<file path="config.mk">
export PLATFORM = sky130hd
export DESIGN_NAME = iob_cpu_bus_merge
export DESIGN_NICKNAME = d
export VERILOG_FILES = /design/src/rtl/iob_bus_pkg.sv /design/src/rtl/iob_rr_arb2.sv /design/src/rtl/iob_cpu_bus_merge.sv
export SDC_FILE = /design/constraint.sdc
export NUM_CORES = 1
export LEC_CHECK = 0
export ABC_AREA = 1
export CAP_MARGIN = 20
export CORE_AREA = 4 4 118 120
export CTS_CLUSTER_DIAMETER = 30
export DETAILED_ROUTE_END_ITERATION = 16
export DIE_AREA = 0 0 122 124
export GPL_TIMING_DRIVEN = 0
export PLACE_DENSITY = 0.82
export SLEW_MARGIN = 20
export SYNTH_ARGS = -nofsm -noshare
export SYNTH_HDL_FRONTEND = slang
export SYNTH_SLANG_ARGS = --single-unit
</file>
<file path="constraint.sdc">
create_clock -name clk -period 7.1 [get_ports clk]
set_clock_uncertainty 0.2 [all_clocks]
set_input_delay 1.775 -clock clk [delete_from_list [all_inputs] [get_ports clk]]
set_output_delay 1.775 -clock clk [all_outputs]
set_load 0.02 [all_outputs]
</file>
<file path="src/rtl/iob_bus_pkg.sv">
// Shared iob native bus helpers: request/response widths, field positions
// and the bus-merge FSM state encoding.
package iob_bus_pkg;

    localparam int ADDR_W_DEF = 32;
    localparam int DATA_W_DEF = 32;

    // Request layout, MSB first: {valid, addr, wdata, wstrb}
    function automatic int req_w(input int aw, input int dw);
        return 1 + aw + dw + dw / 8;
    endfunction

    function automatic int resp_w(input int dw);
        return dw + 1;
    endfunction

    function automatic int req_valid_pos(input int aw, input int dw);
        return aw + dw + dw / 8;
    endfunction

    function automatic int req_addr_lsb(input int dw);
        return dw + dw / 8;
    endfunction

    function automatic int req_wdata_lsb(input int dw);
        return dw / 8;
    endfunction

    localparam int REQ_WSTRB_LSB   = 0;
    localparam int RESP_READY_POS  = 0;
    localparam int RESP_RDATA_LSB  = 1;

    localparam int REQ_W  = req_w(ADDR_W_DEF, DATA_W_DEF);
    localparam int RESP_W = resp_w(DATA_W_DEF);

    typedef enum logic [1:0] {
        IDLE   = 2'd0,
        BUSY_I = 2'd1,
        BUSY_D = 2'd2
    } bus_state_t;

endpackage

</file>
<file path="src/rtl/iob_rr_arb2.sv">
// Two-input round-robin arbiter. gnt is combinational from req; the
// last-served pointer moves whenever a grant is taken (advance).
module iob_rr_arb2 #(
    parameter bit D_FIRST = 1'b1
) (
    input  logic       clk,
    input  logic       rst,
    input  logic [1:0] req,
    input  logic       advance,
    output logic [1:0] gnt
);

    // 1: input 1 (dbus) was served last, so input 0 wins the next tie
    logic last_d;

    always_comb begin
        gnt = 2'b00;
        case (req)
            2'b01:   gnt = 2'b01;
            2'b10:   gnt = 2'b10;
            2'b11:   gnt = last_d ? 2'b01 : 2'b10;
            default: gnt = 2'b00;
        endcase
    end

    always_ff @(posedge clk or posedge rst) begin
        if (rst) begin
            last_d <= ~D_FIRST;
        end else if (advance && (gnt != 2'b00)) begin
            last_d <= gnt[1];
        end
    end

endmodule

</file>
<file path="src/rtl/iob_cpu_bus_merge.sv">
// Merges the CPU instruction and data iob buses onto one slave port:
// arbitrate, register the winning request, route the response back.
module iob_cpu_bus_merge
    import iob_bus_pkg::*;
#(
    parameter int  ADDR_W  = 32,
    parameter int  DATA_W  = 32,
    parameter bit  D_FIRST = 1'b1,
    localparam int REQ_W   = req_w(ADDR_W, DATA_W),
    localparam int RESP_W  = resp_w(DATA_W)
) (
    input  logic              clk,
    input  logic              rst,
    input  logic [REQ_W-1:0]  ibus_req,
    output logic [RESP_W-1:0] ibus_resp,
    input  logic [REQ_W-1:0]  dbus_req,
    output logic [RESP_W-1:0] dbus_resp,
    output logic [REQ_W-1:0]  s_req,
    input  logic [RESP_W-1:0] s_resp,
    output logic [1:0]        grant
);

    localparam int VALID_POS = req_valid_pos(ADDR_W, DATA_W);

    bus_state_t       state, state_n;
    logic             owner;
    logic             load;
    logic             s_ready;
    logic [1:0]       arb_req;
    logic [1:0]       gnt;
    logic [REQ_W-1:0] win_req;

    assign s_ready = s_resp[RESP_READY_POS];

    // Only arbitrate from IDLE, so nothing is dispatched in a response cycle
    assign arb_req = (state == IDLE) ? {dbus_req[VALID_POS], ibus_req[VALID_POS]} : 2'b00;
    assign win_req = gnt[1] ? dbus_req : ibus_req;

    iob_rr_arb2 #(
        .D_FIRST(D_FIRST)
    ) u_arb (
        .clk    (clk),
        .rst    (rst),
        .req    (arb_req),
        .advance(load),
        .gnt    (gnt)
    );

    always_comb begin
        state_n = state;
        load    = 1'b0;
        case (state)
            IDLE: begin
                if (gnt != 2'b00) begin
                    load    = 1'b1;
                    state_n = gnt[1] ? BUSY_D : BUSY_I;
                end
            end
            BUSY_I, BUSY_D: begin
                if (s_ready) begin
                    state_n = IDLE;
                end
            end
            default: state_n = IDLE;
        endcase
    end

    always_ff @(posedge clk or posedge rst) begin
        if (rst) begin
            state <= IDLE;
            s_req <= '0;
            owner <= 1'b0;
        end else begin
            state <= state_n;
            if (load) begin
                s_req <= win_req;
                owner <= gnt[1];
            end else if ((state != IDLE) && s_ready) begin
                s_req <= '0;
            end
        end
    end

    // Combinational return path; the non-owner always sees all zeros
    always_comb begin
        ibus_resp = '0;
        dbus_resp = '0;
        if (state == BUSY_I) begin
            ibus_resp = s_resp;
        end
        if (state == BUSY_D) begin
            dbus_resp = s_resp;
        end
    end

    assign grant = {(state != IDLE), owner};

endmodule
</file>
==> results_dict.tcl <==
set metrics [dict create \
    status "complete, no violations" \
    die_area_sq_um 15130 \
    ys_ff_latch 72 \
    post_cts_buffers 0 \
    cap_violations 0 \
    synth_top_cells_by_count "212 x nand2_1, 207 x inv_1, 205 x nand3_1, 72 x dfrtp_1, 22 x clkbuf_1" \
    hpwlAfterDp_um 14940 \
    ctsResizeCount 0 \
    routed_wl_um 18170 \
    clock.fmax_mhz 196.9 \
    start_kind "input port" \
    hold_ws_ns 0.2908 \
    utilization_pct 64.56 \
    slew_headroom_pct 65.58 \
    holdBufCountCts 0 \
    synth_largest_area_cell "dfrtp_1" \
    avgSynthCellArea_sq_um 6.238 \
    tightest_slew_ns 0.5163 \
    fin_setup_tns_ns 0 \
    ys_seq_area_share_pct 38.05 \
    syn_nets 935 \
    syn_to_final_growth_pct 76.98 \
    numPortBuffers 309 \
    yosysMostFrequentCell "nand2_1" \
    end_kind "primary output" \
    leakagePower_nw 4.719 \
    power.internal_w 0.001696 \
    antenna_found_initial 1 \
    p_switching_w 0.001355 \
    critPathKind "in -> out" \
    clkPwrFrac_pct 15.0 \
    start_util_pct 36.48 \
    antenna_left 0 \
    rows 42 \
    setup_viol_count_final 0 \
    drtIter0Drc 240 \
    drt-pass1-iter-count 4 \
    period_share_pct 71.54 \
    yosysUniqueCellTypes 14 \
    syn-cell-area_sq_um 4735 \
    async_flop_share_pct 100.0 \
    critPathRequiredTime_ns 5.12 \
    dieHeight_um 124 \
    hold_viol 0 \
    p_per_area_nw_per_um2 364.2 \
    final_area_sq_um 8379 \
    core_area_sq_um 12980 \
    grt.total_usage_pct 23.13 \
    layout-drive-gt1-share_pct 4.797 \
    clkTransAtPathRegs_ns 0.06 \
    cts_tree "built" \
    critPathMaxFanout 4 \
    rsz0062_at_grt "false" \
    dp_slack_ns 2.003 \
    ys.flop_type "dfrtp_1" \
    dpl_cell_area_sq_um 8070 \
    fp.dieW_um 122 \
    seqPwrFrac_pct 23.5 \
    wire_per_inst_um 14.41 \
    synth_edf_count 0 \
    fin_nets 1256 \
    clk_path_buf_depth 2 \
    grt_max_degree 40 \
    min_path_type "reg -> reg" \
    grt_pass1_vias 5291 \
    grt_overflow 0 \
    synth_top_area_share_pct 38.05 \
    clock-sinks 72 \
    worst_slack_ns 2.021 \
    drcViolationCount 0 \
    timing.final.crit_period_ns 5.079 \
    slew_viol_final 0 \
    gp_congestion 0.8575 \
    vdd_drop_max_uv 153.8 \
    ios 310 \
    postSynthCellCount 759 \
    ys_warn_count 0 \
    cts_buffers 9 \
    yosys-top-cells-area "dfrtp_1 38%, nand3_1 22%, nand2_1 17%, inv_1 16%, buf_2 2.1%" \
    via_per_inst 4.524 \
    insertion_delay_ns 0.32 \
    h-tree-depth 3 \
    worstPathArrival_ns 3.10 \
    clockRootBuffer "clkbuf_16" \
    via_count 5705 \
    grt_pass1_wl_um 27040 \
    p_comb_share_pct 61.6 \
    power_switching_share_pct 44.41 \
]
==> through the flow <==
stage          cells  total power (W)
2_1_floorplan    759         0.001718
5_1_grt         1261         0.003271
3_3_place_gp    1244         0.002590
3_5_place_dp    1245         0.002616
6_report        1261         0.003051
4_1_cts         1260         0.003086
==> state kept, by name, indices dropped and copies added, names as in the netlist <==
signal,cells
state,2
owner,1
s_req,69
==> path summary, 6_finish.rpt <==
check	endpoint	start	cells after the start	slack, ns
setup / recovery	ibus_resp[0]	s_resp[0]	4	2.02
hold / removal	s_req[68]	s_req[68]	2	0.29
setup reg to reg	s_req[19]	state[0]	7	5.04
hold reg to reg	s_req[68]	s_req[68]	2	0.29
max in group asynchronous	state[1]	rst	3	4.53
min in group asynchronous	s_req[48]	rst	2	1.61
==> power by group through the flow <==
stage	Combinational (W)	Sequential [W]	Clock, W
CTS	0.00190	0.000717	0.000468
finish	0.00188	0.000716	0.000457
detailed placement	0.00190	0.000719	0
floorplan	0.000782	0.000937	0
global route	0.00204	0.000742	0.000484
global placement	0.00188	0.000712	0
==> cell type report <==
type                            instances  area, sq um
Timing Repair Buffer                  310         3113
Inverter                              210        790.8
Buffer                                 51        250.2
Clock buffer                           11        252.7
Clock inverter                          4        53.80
Fill cell                            1176         4601
Antenna cell                            1        2.502
Sequential cell                        72         1802
Multi-Input combinational cell        426         1894
Tap cell                              176        220.2
==> layer usage <==
layer | GRT usage [%] | vias up | share of wire, %
met5 | 0 | - | 0
met4 | 9.384 | 0 | 2.6
met3 | 6.903 | 27 | 9.7
met2 | 42.16 | 241 | 51
met1 | 25.10 | 2554 | 36
li1 | - | 2883 | -
==> kinds of logic after synthesis <==
| kind of cell | share of synthesized area [%] |
|---|---|
| adders and majority gates | 0.7929 |
| buffers and inverters | 21.93 |
| DFF | 38.06 |
| AOI/OAI and AO/OA | 0.3962 |
| and+or+nand+nor | 38.82 |
==> cells in the final DEF, fill, tap and decap left out, types with 2 or more instances in the layout <==
master | synthesis | final
nand2_1 | 212 | 212
clkinvlp_4 | 0 | 2
clkdlybuf4s50_1 | 0 | 309
clkbuf_16 | 0 | 9
dfrtp_1 | 72 | 72
clkbuf_8 | 0 | 2
ha_1 | 3 | 3
inv_1 | 207 | 206
clkbuf_1 | 22 | 22
buf_2 | 20 | 20
inv_2 | 3 | 3
nand2_2 | 2 | 2
nand3_1 | 205 | 205
buf_4 | 9 | 9
==> critical path, stage by stage <==
cell,delay (ns)
clkdlybuf4s50_1,0.56
nand2_1,0.07
inv_1,0.06
clkdlybuf4s50_1,0.64
Note: power is estimated with default switching activity, not from simulation.
